File: config.mk
export PLATFORM = sky130hd
export DESIGN_NAME = timer_counter_flat
export DESIGN_NICKNAME = d
export VERILOG_FILES = /design/src/rtl/timer_counter_if.sv /design/src/rtl/timer_counter.sv /design/src/flat_wrapper.sv
export SDC_FILE = /design/constraint.sdc
export NUM_CORES = 1
export LEC_CHECK = 0
export ABC_CLOCK_PERIOD_IN_PS = 3610
export BUFFER_PORTS_ARGS = -buffer_cell sky130_fd_sc_hd__buf_2
export CAP_MARGIN = 20
export CORE_ASPECT_RATIO = 0.9
export CORE_MARGIN = 2
export CORE_UTILIZATION = 30
export DETAILED_ROUTE_END_ITERATION = 10
export PLACE_DENSITY_LB_ADDON = 0.15
export RECOVER_POWER = 100
export SLEW_MARGIN = 30
export SYNTH_ARGS = -nofsm -noshare
export SYNTH_HDL_FRONTEND = slang
export SYNTH_SLANG_ARGS = --single-unit
export TNS_END_PERCENT = 10
File: constraint.sdc
create_clock -name clk -period 3.61 [get_ports clk]
set_input_delay 0.722 -clock clk [delete_from_list [all_inputs] [get_ports clk]]
set_output_delay 0.722 -clock clk [all_outputs]
set_load 0.03 [all_outputs]
File: src/rtl/timer_counter_if.sv
// Register-bus connection between the system bridge and one timer window.
// The bridge drives the address, strobe and write data; the timer returns read data and irq.
interface timer_counter_if;
  logic [31:2] addr;
  logic        wen;
  logic [31:0] din;
  logic [31:0] dout;
  logic        irq;

  modport master (output addr, wen, din, input  dout, irq);
  modport slave  (input  addr, wen, din, output dout, irq);
endinterface

File: src/rtl/timer_counter.sv
// Memory-mapped countdown timer with CTRL/PRESET/COUNT registers,
// one-shot or auto-reload operation, and a maskable interrupt.
module timer_counter (
   input  logic           clk,
   input  logic           reset,
   timer_counter_if.slave bus
);

   typedef enum logic [1:0] {S_IDLE, S_LOAD, S_CNT, S_INT} state_e;

   localparam logic [1:0] A_CTRL   = 2'd0;
   localparam logic [1:0] A_PRESET = 2'd1;
   localparam logic [1:0] A_COUNT  = 2'd2;

   state_e      r_state;
   state_e      w_state_nxt;
   logic [3:0]  r_ctrl;
   logic [31:0] r_preset;
   logic [31:0] r_count;
   logic        r_irq_flag;

   logic [1:0]  w_sel;
   logic        w_wr_ctrl;
   logic        w_wr_preset;
   logic        w_en;
   logic        w_auto_reload;
   logic [31:0] w_count_nxt;
   logic        w_flag_set;
   logic        w_flag_clr;
   logic        w_en_clr;
   logic [31:0] w_dout;
   logic        w_unused_addr;

   assign w_sel         = bus.addr[3:2];
   assign w_wr_ctrl     = bus.wen && (w_sel == A_CTRL);
   assign w_wr_preset   = bus.wen && (w_sel == A_PRESET);
   assign w_en          = r_ctrl[0];
   // MODE 1x falls back to one-shot, so only the exact 01 encoding reloads.
   assign w_auto_reload = (r_ctrl[2:1] == 2'b01);
   assign w_unused_addr = ^bus.addr[31:4];

   // NOTE: every output of this block gets a default first, so no path leaves a latch.
   always_comb begin
      w_state_nxt = r_state;
      w_count_nxt = r_count;
      w_flag_set  = 1'b0;
      w_flag_clr  = 1'b0;
      w_en_clr    = 1'b0;
      unique case (r_state)
         S_IDLE: if (w_en) w_state_nxt = S_LOAD;
         S_LOAD: begin
            w_count_nxt = r_preset;
            w_state_nxt = S_CNT;
         end
         S_CNT: begin
            if (!w_en) begin
               w_state_nxt = S_IDLE;
            end else if (r_count > 32'd1) begin
               w_count_nxt = r_count - 32'd1;
            end else begin
               w_count_nxt = '0;
               w_flag_set  = 1'b1;
               w_state_nxt = S_INT;
            end
         end
         S_INT: begin
            if (w_auto_reload) begin
               w_flag_clr  = 1'b1;
               w_state_nxt = S_LOAD;
            end else begin
               w_en_clr    = 1'b1;
               w_state_nxt = S_IDLE;
            end
         end
         default: w_state_nxt = S_IDLE;
      endcase
   end

   // NOTE: sequential state uses non-blocking assignments so all registers update together.
   always_ff @(posedge clk or negedge reset) begin
      if (!reset) begin
         r_state    <= S_IDLE;
         r_count    <= '0;
         r_irq_flag <= 1'b0;
      end else begin
         r_state <= w_state_nxt;
         r_count <= w_count_nxt;
         // The FSM's set beats a simultaneous software clear.
         if (w_flag_set)                    r_irq_flag <= 1'b1;
         else if (w_flag_clr || w_wr_ctrl)  r_irq_flag <= 1'b0;
      end
   end

   always_ff @(posedge clk or negedge reset) begin
      if (!reset) begin
         r_ctrl   <= '0;
         r_preset <= '0;
      end else begin
         if (w_wr_ctrl)     r_ctrl    <= bus.din[3:0];
         else if (w_en_clr) r_ctrl[0] <= 1'b0;
         if (w_wr_preset)   r_preset  <= bus.din;
      end
   end

   always_comb begin
      w_dout = '0;
      unique case (w_sel)
         A_CTRL:   w_dout = {28'd0, r_ctrl};
         A_PRESET: w_dout = r_preset;
         A_COUNT:  w_dout = r_count;
         default:  w_dout = '0;
      endcase
   end

   assign bus.dout = w_dout;
   assign bus.irq  = r_irq_flag & r_ctrl[3];

endmodule

File: src/flat_wrapper.sv
// flat-port wrapper written by rule: the top's interface ports become plain ports
module timer_counter_flat 
  (clk, reset, bus_addr, bus_wen, bus_din, bus_dout, bus_irq);
  timer_counter_if bus_i ();
  input  logic clk;
  input  logic reset;
  input wire logic [$bits(bus_i.addr)-1:0] bus_addr;
  input wire logic [$bits(bus_i.wen)-1:0] bus_wen;
  input wire logic [$bits(bus_i.din)-1:0] bus_din;
  output wire logic [$bits(bus_i.dout)-1:0] bus_dout;
  output wire logic [$bits(bus_i.irq)-1:0] bus_irq;
  assign bus_i.addr = bus_addr;
  assign bus_i.wen = bus_wen;
  assign bus_i.din = bus_din;
  assign bus_dout = bus_i.dout;
  assign bus_irq = bus_i.irq;
  timer_counter u_core (.clk(clk), .reset(reset), .bus(bus_i));
endmodule
======== Word-level counts from Yosys, hierarchy flattened ========
Cells that the tools add are included.
cells by class
  add/sub/neg operators ................... 1
  order comparisons ....................... 1
  equal/unequal tests ..................... 9
  multiplexer cells ....................... 20
  bitwise operators ....................... 1
  reduce and logical (&&, ||, !) cells .... 10
operators with widths
  operator                                                        count
  case mux 32 bit (3 select lines)                                1
  two-way mux 32 bit                                              2
  case mux 32 bit (2 select lines)                                1
  greater-than comparator 32 x 1 -> 1 bit, second input constant  1
  subtractor 32 x 1 -> 32 bit, second input constant              1
  two-way mux 1 bit                                               12
  case mux 2 bit (4 select lines)                                 1
  equality test 2 x 1 -> 1 bit, second input constant             3
  equality test 2 bit, second input constant                      3
  two-way mux 2 bit                                               3
  nonzero test 2 bit                                              3
  logical NOT 2 bit                                               2
  inequality test 2 x 1 -> 1 bit, second input constant           2
  AND reduction 2 bit                                             2
  inequality test 3 bit, second input constant                    1
  logical AND 1 bit                                               2
  bitwise AND 1 bit                                               1
  logical OR 1 bit                                                1
word-level totals
  register bits ........................... 71
  bits of input ports ..................... 65
  output and inout bits ................... 33
  logic and storage cells ................. 48

======== Logic depth before layout (Yosys ltp) ========
  depth after elaboration ................. 6
  gate-level depth with buffers ........... 9

======== Worst setup path after synthesis ========
OpenSTA, ideal clock, no wires.
  path type ............................... register to register
  from .................................... register u_core.r_count[19]
  to ...................................... register u_core.r_count[5]
  library setup time ...................... 0.126 ns
  arrival time ............................ 2.661 ns
  required time ........................... 3.484 ns
  path slack .............................. 0.823 ns
  cell stages (with the launch flop) ...... 9
  buffers on the path ..................... 2
  path through ............................ dfrtp_1 > or4_4 > or4_4 > buf_6 > nor4_4 > or3_1 > buf_6 > nor4_2 > a221o_1
between the ends
  longest elaborated chain between the ends .. 4
ends and longest elaborated chain
  what                                     line                 text
  start: declaration                       timer_counter.sv:19  logic [31:0] r_count;
  start signal: assignment                 timer_counter.sv:87  r_count <= w_count_nxt;
  greater-than comparator 32 x 1 -> 1 bit  timer_counter.sv:58  end else if (r_count > 32'd1) begin
  two-way mux 32 bit                       timer_counter.sv:58
  two-way mux 32 bit                       timer_counter.sv:56  if (!w_en) begin
  case mux 32 bit (2 select lines)         timer_counter.sv:49  unique case (r_state)
Every way passes these cells. The select of a mux whose other input is x is not followed.
A chain may end at the register's enable or synchronous reset.

======== Final worst setup path ========
  from .................................... input port bus_addr[1]
  to ...................................... output port bus_dout[13]
between the ends
  longest elaborated chain between the ends .. 2
ends and longest elaborated chain
  what                                               line                  text
  start: declaration                                 flat_wrapper.sv:7     input wire logic [$bits(bus_i.addr)-1:0] bus_addr;
  equality test 2 bit, or another cell as far along  timer_counter.sv:107  unique case (w_sel)
  case mux 32 bit (3 select lines) *                 timer_counter.sv:107
  end: declaration                                   flat_wrapper.sv:10    output wire logic [$bits(bus_i.dout)-1:0] bus_dout;
Every way passes the cells marked *; elsewhere a longest branch is shown, timed or not.

==> results.md <==
- Outcome: finished with violations
- Violated checks: capacitance limit, slew limit
- Synth cell types: 49
- Req. time, crit path: 2.89 ns
- Clock root buffer: clkbuf_16
- Die area: 14100 um^2
- CTS tree: done
- Layout Nets: 530
- Largest net degree at the start of global routing: 38
- Final Util: 36.8%
- Wirelength per Cell: 17.9 um
- Cells after Synth: 394
- Chip Width: 125 um
- Layout Cells excl Fill: 630
- Hold crit path type: reg -> reg
- Yosys top cell area share: 45.1%
- Synth Flop Type: dfrtp_1
- Max-slew violations: 35
- Post CTS Setup Buffer Count: 0
- Total Negative Setup Slacks: 0 ns
- Final setup viols: 0
- Via count: 3431
- Input/output buffers: 69
- Worst Path Buf+Inv: 3
- HPWL Detailed: 7800 um
- Max Cap Viol: 1
- Filler Cells Inserted: 1349
- DRT Wirelength: 11200 um
- Global-route wire length before repair: 18900 um
- Syn avg cell area: 10.0 um^2
- CTS clk-pin slew, worst paths: 0.06 ns
- Maximum fanout along the worst path: 19
- Total CTS buffers: 9
- DRT antenna net count: 0
- Worst Skew: 0.00911 ns
- Worst path cell trace: clkbuf_1 > nor2b_1 > clkbuf_1 > a22o_1 > clkbuf_1
- Synthesized flop and latch total: 71
- CTS Hold Bufs: 0
- Placed Cells: 616
- CP Capture Type: output port
- Routability congestion estimate: 0.798
- Most used cell, CP: clkbuf_1
- Vias per Instance: 5.45
- Area Growth Syn to Fin: 19.2%
- CTS sink count: 71
- Initial antenna violation count: 0
- P_leak: 1.95 nW
- Period utilization: 88.6%
- WS Path Type: in -> out
- Post-route minimum period: 3.20 ns
- Slew margin rel.: -38.2%
- F_max: 0.313 GHz
- Synth async-reset ratio: 100%
- Total GRT Usage: 16.9%
- Final hold violation count: 0
- Share of cells above drive strength 1: 23.2%
- Crit-path leading delay family: buffers and inverters
- Core Box Area: 12800 um^2
- Iteration-0 DRC Markers: 167
- Largest cells by area after synthesis: dfrtp_1 45%, mux2_2 9.7%, a22o_1 6.7%
- Die height: 113 um
- Clk buf depth: 2
- Post-synth top area cell: dfrtp_1
- Crit-path max cell delay: 0.75 ns
- Initial core utilization: 30.8%
- H-tree levels: 3
- Worst-Skew Late Latency: 0.34 ns
- Cell area after synthesis: 3940 um^2
- Std cell rows: 39
- PwrDens: 733 nW/um^2
- Post-synth top cells: 71 x dfrtp_1, 38 x nand2_1, 34 x mux2_2
- Startpoint Class: input pin
- Reg2Reg Depth: 6
- RSZ-0062 raised after global routing: false
- Synth warn: 0
- Hold depth: 2
- Most numerous cell in the Yosys netlist: dfrtp_1
- Tightest Pin Transition: 2.07 ns
- Total gr overflow: 0
- Crit-path slowest cell: clkbuf_1
- Peak supply drop: 0.000311 V
- Vias in the first global route: 3550
- Syn_nets: 461
- DRC: 0
- ANT cells: 0
- Post-synthesis sequential area ratio: 45.1%
- Crit path DAT: 2.47 ns
- Num ports: 98
- Number of stages on the worst setup path: 5
- PostCTS Resize Cnt: 0
- Number of synthesized flops with an enable pin: 0
- TritonRoute pass-1 iters: 4
==> metrics by stage <==
stage / hold slack (ns) / total power [mW] / instance area (um^2) / worst slack [ns]
2_1_floorplan: 0.426 / 2.27 / 3940 / 0.823
3_3_place_gp: 0.500 / 2.71 / 4520 / 0.654
3_5_place_dp: 0.510 / 2.72 / 4520 / 0.630
5_1_grt: 0.545 / 3.72 / 4700 / 0.253
6_report: 0.516 / 3.45 / 4700 / 0.413
4_1_cts: 0.523 / 3.52 / 4770 / 0.616
==> power by group <==
group	internal (mW)	leakage [nW]	switching [mW]
clock network	0.455	0.122	0.315
logic	0.524	0.965	0.751
registers	1.06	0.861	0.344
total	2.04	1.95	1.41
==> flip-flops by register name, summed over array words and instances, names as in the netlist <==
signal / count
u_core.r_ctrl: 4
u_core.r_preset: 32
u_core.r_irq_flag: 1
u_core.r_state: 2
u_core.r_count: 32
==> metal layers <==
metal / track usage [%] / vias to the layer above / share of wire, %
met2: 25.9 / 81 / 45
met4: 6.37 / 0 / 1.9
met5: 0 / - / 0
met3: 4.02 / 15 / 5.0
li1: - / 1658 / -
met1: 23.3 / 1677 / 48
==> worst min-delay path, cell delays in order, from the launching register on <==
cell	delay (ns)
dfrtp_1	0.36
nand2_1	0.05
o21ai_0	0.06
==> logic make-up (layout without fill, tap and decap cells) <==
family / Yosys count / in the layout / synth area share [%]
mux: 38 / 38 / 10.7
fa+ha+maj: 2 / 2 / 0.634
buf+inv: 36 / 108 / 3.87
simple gates: 129 / 129 / 17.9
flops: 71 / 71 / 45.1
compound gates: 118 / 118 / 21.8
==> cell type report <==
cell class | instances | area (um^2) | area share, %
Multi-Input combinational cell | 287 | 2010 | 42.7
Sequential cell | 71 | 1780 | 37.8
Timing Repair Buffer | 86 | 434 | 9.23
Clock buffer | 12 | 236 | 5.03
Tap cell | 164 | 205 | 4.36
Inverter | 8 | 30.0 | 0.639
Clock inverter | 2 | 10.0 | 0.213
==> cells in the final DEF, fill, tap and decap left out, drive strengths merged, types with 5 or more instances in the layout <==
| cell | instances |
|---|---|
| a21oi | 11 |
| a221o | 8 |
| a22o | 30 |
| buf | 54 |
| clkbuf | 44 |
| dfrtp | 71 |
| inv | 8 |
| mux2 | 34 |
| nand2 | 38 |
| nand3 | 16 |
| nor2 | 12 |
| nor2b | 5 |
| nor3 | 11 |
| nor4 | 10 |
| o21ai | 29 |
| o311ai | 8 |
| o31ai | 8 |
| or3 | 10 |
| or4 | 11 |
==> worst paths after layout <==
| kind | start | to | slack [ns] |
|---|---|---|---|
| min | u_core.r_preset[0] | u_core.r_preset[0] | 0.52 |
| max in group asynchronous | reset | u_core.r_preset[10] | 1.44 |
| max | bus_addr[1] | bus_dout[13] | 0.41 |
| max reg2reg | u_core.r_count[19] | u_core.r_count[28] | 0.42 |
| min reg2reg | u_core.r_preset[0] | u_core.r_preset[0] | 0.52 |
| min in group asynchronous | reset | u_core.r_count[0] | 0.98 |
Power figures use the tool's default switching activity.
